**config.mk**
```make
export PLATFORM = sky130hd
export DESIGN_NAME = multiplicand_divisor_shift_register
export DESIGN_NICKNAME = d
export VERILOG_FILES = /design/src/rtl/mul_div_pkg.sv /design/src/rtl/mul_div_step_counter.sv /design/src/rtl/multiplicand_divisor_shift_register.sv
export SDC_FILE = /design/constraint.sdc
export NUM_CORES = 1
export LEC_CHECK = 0
export BUFFER_PORTS_ARGS = -buffer_cell sky130_fd_sc_hd__buf_4
export CAP_MARGIN = 40
export CORE_UTILIZATION = 50
export CTS_BUF_LIST = sky130_fd_sc_hd__clkbuf_4 sky130_fd_sc_hd__clkbuf_8
export DETAILED_ROUTE_END_ITERATION = 10
export GPL_ROUTABILITY_DRIVEN = 0
export PLACE_DENSITY = 0.91
export SYNTH_ARGS = -nofsm -noshare
export SYNTH_HDL_FRONTEND = slang
export SYNTH_SLANG_ARGS = --single-unit
export TNS_END_PERCENT = 30
```
**constraint.sdc**
```tcl
create_clock -name clk -period 4.2 [get_ports clk]
set_input_delay 0.42 -clock clk [delete_from_list [all_inputs] [get_ports clk]]
set_output_delay 0.42 -clock clk [all_outputs]
set_load 0.02 [all_outputs]
```
**src/rtl/mul_div_pkg.sv**
```systemverilog
// mul_div_pkg: shared FSM states and operation encodings for the shift register.
package mul_div_pkg;
  typedef enum logic [1:0] {IDLE, SHIFT, DONE} state_e;
  localparam logic OP_MUL = 1'b0;
  localparam logic OP_DIV = 1'b1;
endpackage

```
**src/rtl/mul_div_step_counter.sv**
```systemverilog
// mul_div_step_counter: shift counter flagging when the next increment reaches the limit.
module mul_div_step_counter #(
  parameter int CNT_W = 4
) (
  input  logic             clk,
  input  logic             reset,
  input  logic             clear,
  input  logic             inc,
  input  logic [CNT_W-1:0] limit,
  output logic [CNT_W-1:0] count,
  output logic             at_limit
);
  logic [CNT_W-1:0] count_q;
  always_ff @(posedge clk or posedge reset)
    if (reset) count_q <= '0;
    else if (clear) count_q <= '0;
    else if (inc) count_q <= count_q + 1'b1;
  assign count    = count_q;
  assign at_limit = (count_q == limit - 1'b1);
endmodule

```
**src/rtl/multiplicand_divisor_shift_register.sv**
```systemverilog
// multiplicand_divisor_shift_register: 2*WIDTH operand register shifting left (multiply) or right (divide).
module multiplicand_divisor_shift_register
  import mul_div_pkg::*;
#(
  parameter int WIDTH = 64,
  localparam int CNT_W = $clog2(WIDTH + 2)
) (
  input  logic               clk,
  input  logic               reset,
  input  logic               load_valid,
  output logic               load_ready,
  input  logic               op,
  input  logic [WIDTH-1:0]   data_in,
  input  logic               step,
  input  logic               abort,
  output logic [2*WIDTH-1:0] data_out,
  output logic [CNT_W-1:0]   step_count,
  output logic               busy,
  output logic               done
);
  state_e             state_q;
  logic               op_q;
  logic [2*WIDTH-1:0] data_q, data_d;
  logic               load, kill, shift, at_limit;
  logic [CNT_W-1:0]   limit;
  assign load_ready = (state_q == IDLE);
  assign busy       = (state_q == SHIFT);
  assign done       = (state_q == DONE);
  assign load       = load_valid & load_ready;
  assign kill       = busy & abort;
  assign shift      = busy & step & ~abort;
  // Divide needs one extra shift so the divisor ends aligned below the dividend MSB.
  assign limit = (op_q == OP_DIV) ? CNT_W'(WIDTH + 1) : CNT_W'(WIDTH);
  always_comb begin
    data_d = load  ? ((op == OP_DIV) ? {data_in, {WIDTH{1'b0}}} : {{WIDTH{1'b0}}, data_in})
           : kill  ? '0
           : shift ? ((op_q == OP_DIV) ? data_q >> 1 : data_q << 1)
           : data_q;
  end
  always_ff @(posedge clk or posedge reset)
    if (reset) data_q <= '0;
    else data_q <= data_d;
  always_ff @(posedge clk or posedge reset)
    if (reset) begin
      state_q <= IDLE;
      op_q    <= OP_MUL;
    end else begin
      case (state_q)
        IDLE:  if (load) begin
                 state_q <= SHIFT;
                 op_q    <= op;
               end
        SHIFT: if (abort) state_q <= IDLE;
               else if (step && at_limit) state_q <= DONE;
        default: state_q <= IDLE;
      endcase
    end
  mul_div_step_counter #(.CNT_W(CNT_W)) u_cnt (
    .clk      (clk),
    .reset    (reset),
    .clear    (load | kill),
    .inc      (shift),
    .limit    (limit),
    .count    (step_count),
    .at_limit (at_limit)
  );
  assign data_out = data_q;
endmodule

```
==> flow_summary.toml <==
[clock_network]
cts-root-buf = "clkbuf_8"
cts.path.max_buffers = 2
cts_setup_buffers = 0
cts_resized = 0
clkLatencyLatePin_ns = 0.46
numCtsBuffers = 17
cts.sinks = 138
clk_pin_slew_worst_paths_ns = 0.09
hold_buffers = 1
cts_tree = "yes"
cts_htree_levels = 4

[finish]
seq_area_mm2 = 0.003461
nets = 1145
final_cell_mix = "buf_4, dfrtp_1, a21oi_1, nand2_1, o21ai_0"
syn_to_final_growth_pct = 23.89
multiInputGateArea_mm2 = 0.004412
n_antenna_cell = 0
nFillCells = 1280
drive_above_1_share_pct = 36.04
layout.cells.most_common = "buf_4"

[sta]
slew_headroom_pct = 46.31
min_period_over_period_pct = 63.03
worst_pin_slew_ns = 0.8053
fmax_mhz = 377.8
rsz0062_at_grt = "no"
slew_viol_final = 0
fin_setup_tns_ns = 0
setup_ws_ns = 1.553
setup_viol = 0
period_needed_ns = 2.647
clock_skew_ns = 0.01691
hold_viol_final = 0

[critical_path]
r2r-start = "state_q[1]$_DFFE_PP0P_"
crit_path_end_kind = "register"
critPathRequiredTime_ns = 4.57
worstSetupStartpointType = "register"
path_common_cell = "buf_4"
critPathSlowestCell = "dfrtp_4"
worst-r2r-cell-count = 5
cp_top_family = "buffers and inverters"
critPathKind = "reg2reg"
r2r_end = "data_out[19]$_DFFE_PP0P_"
arrival_ns = 3.02
path_cells = "buf_4 -> nor4b_4 -> buf_4 -> nand2_1 -> a31oi_1"
critPathMaxFanout = 74
cpPeakStageDelay_ns = 0.74
cp_num_buf_inv = 2
regToRegSetupSlack_ns = 1.55

[pwr]
switching_power_w = 0.002381
seq_power_share_pct = 37.6
clockPowerShare_pct = 17.7
p_leak_nw = 4.270
combPwrFrac_pct = 44.7
intPower_w = 0.003548
vdd_drop_max_uv = 337.1
p_per_area_mw_per_mm2 = 573.9
sw_frac_of_total_pct = 40.15

[die]
start_util_pct = 51.92
chipHeight_um = 131.1
die_w_um = 131.1
coreArea_mm2 = 0.01606
dieArea_mm2 = 0.01720
rows = 46
io_pins = 208

[route]
drc = 0
wl_per_cell_um = 18.95
drtIter0Drc = 1030
drtPass1Iterations = 5
ant_nets = 0
drt-vias-per-instance = 6.366
wirelength_um = 24650
num_vias = 8282

[synth]
synthCells = 933
synth.net_count = 1004
yosysUniqueCellTypes = 37
ys_ff_latch = 138
syn_avg_cell_area_um2 = 8.937
synth_seq_area_share_pct = 41.42
yosys_warnings = 0
synth.cell_area_mm2 = 0.008338

[min_path]
min_path_cells = 3
min_to = "data_out[55]$_DFFE_PP0P_"
holdCritStartpoint = "data_in[55]"
hold_path.class = "in2reg"

[placed_design]
dp_hpwl_um = 15610
pre_cts_slack_ns = 1.663
portBuffers = 207

[global_routing]
grt_pass1_wl_um = 40390
grt_max_degree = 84
globalRoute.totalOverflow = 0
grt_usage_pct = 28.43
grt_pass1_vias = 7699
antenna_found_initial = 0

[outcome]
status = "completed"

[run]
max_cap_viol_count = 0
-- cells by family after synthesis --
| logic type | count (synthesis) | share of synthesized area, % |
|---|---|---|
| compound gates | 401 | 26.32 |
| xor+xnor | 1 | 0.1051 |
| fa+ha+maj | 1 | 0.1500 |
| buf+inv | 104 | 6.122 |
| flops | 138 | 41.42 |
| mux | 129 | 17.44 |
| simple gates | 159 | 8.448 |
-- per-layer routing --
layer  wire [um]  track usage, %
met4         468           9.346
met3        2208           6.636
met5           0               0
met1       10090           38.37
met2       11880           44.95
-- power by group through the flow --
stage	logic, W	registers (W)	clock network (W)
2_1_floorplan	0.00126	0.00253	0
3_3_place_gp	0.00249	0.00225	0
3_5_place_dp	0.00264	0.00223	0
4_1_cts	0.00265	0.00221	0.00105
5_1_grt	0.00283	0.00228	0.00112
6_report	0.00265	0.00223	0.00105
-- layout make-up --
type	count	share of cell area (%)
timing repair buffer	223	17.42
multi-input combinational	691	42.71
clock buffer	22	2.931
sequential	138	33.50
inverter	3	0.1575
clock inverter	8	0.6662
tap	216	2.616
-- per-stage QoR --
| stage | instance area, um^2 | utilization, % | hold slack [ns] | std cells | power [W] |
|---|---|---|---|---|---|
| floorplan | 8338 | - | 0.5710 | 933 | 0.003790 |
| global placement | 9846 | 61.31 | 0.5682 | 1266 | 0.004742 |
| detailed placement | 9948 | 61.95 | 0.4063 | 1270 | 0.004873 |
| CTS | 10330 | 64.33 | 0.2179 | 1301 | 0.005915 |
| global route | 10330 | 64.33 | 0.2187 | 1301 | 0.006230 |
| finish | 10330 | 64.33 | 0.2317 | 1301 | 0.005929 |
-- how the worst max path moves through the flow --
stage,startpoint,endpoint,slack [ns],depth (start not counted)
2_1_floorplan,reset,data_out[0]$_DFFE_PP0P_,0.08,1
3_3_place_gp,state_q[1]$_DFFE_PP0P_,data_out[24]$_DFFE_PP0P_,1.73,5
3_5_place_dp,state_q[1]$_DFFE_PP0P_,data_out[54]$_DFFE_PP0P_,1.66,5
4_1_cts,state_q[1]$_DFFE_PP0P_,data_out[19]$_DFFE_PP0P_,1.63,5
5_1_grt,state_q[1]$_DFFE_PP0P_,data_out[53]$_DFFE_PP0P_,1.43,5
6_report,state_q[1]$_DFFE_PP0P_,data_out[19]$_DFFE_PP0P_,1.55,5
-- tightest hold or removal path: stages --
cell,delay [ns]
buf_4,0.12
nand2_1,0.05
a31oi_1,0.07
-- sequential cells by signal, indices dropped and copies added (netlist names) --
register     cells
op_q             1
u_cnt.count      7
data_out       128
state_q          2
-- cells in the mapped netlist --
cell type	n	area, um^2
dfrtp_1	138	3453
a21oi_1	134	670.6
nand2_1	133	499.2
o21ai_0	130	650.6
a31oi_1	128	800.8
mux2_2	126	1419
buf_2	66	330.3
clkbuf_1	26	97.59
buf_4	8	60.06
nor2_1	4	15.01
inv_1	3	11.26
nor2b_1	3	18.77
or4_1	3	22.52
and4bb_2	2	25.02
mux2i_1	2	20.02
nand2b_1	2	12.51
nand3_1	2	10.01
o21bai_1	2	15.01
o31a_1	2	17.52
o31ai_1	2	15.01
a21o_1	1	7.510
buf_6	1	11.26
ha_1	1	12.51
mux2_4	1	15.01
nand4_1	1	6.260
nand4bb_4	1	27.53
nor3_1	1	5.000
nor3b_1	1	7.510
nor4_1	1	6.260
nor4b_2	1	15.01
o211ai_1	1	7.510
o21ba_2	1	10.01
or3_1	1	6.260
or3_2	1	7.510
or3b_2	1	8.760
or4bb_1	1	11.26
xnor2_1	1	8.760
(Power assumes the default switching activity.)
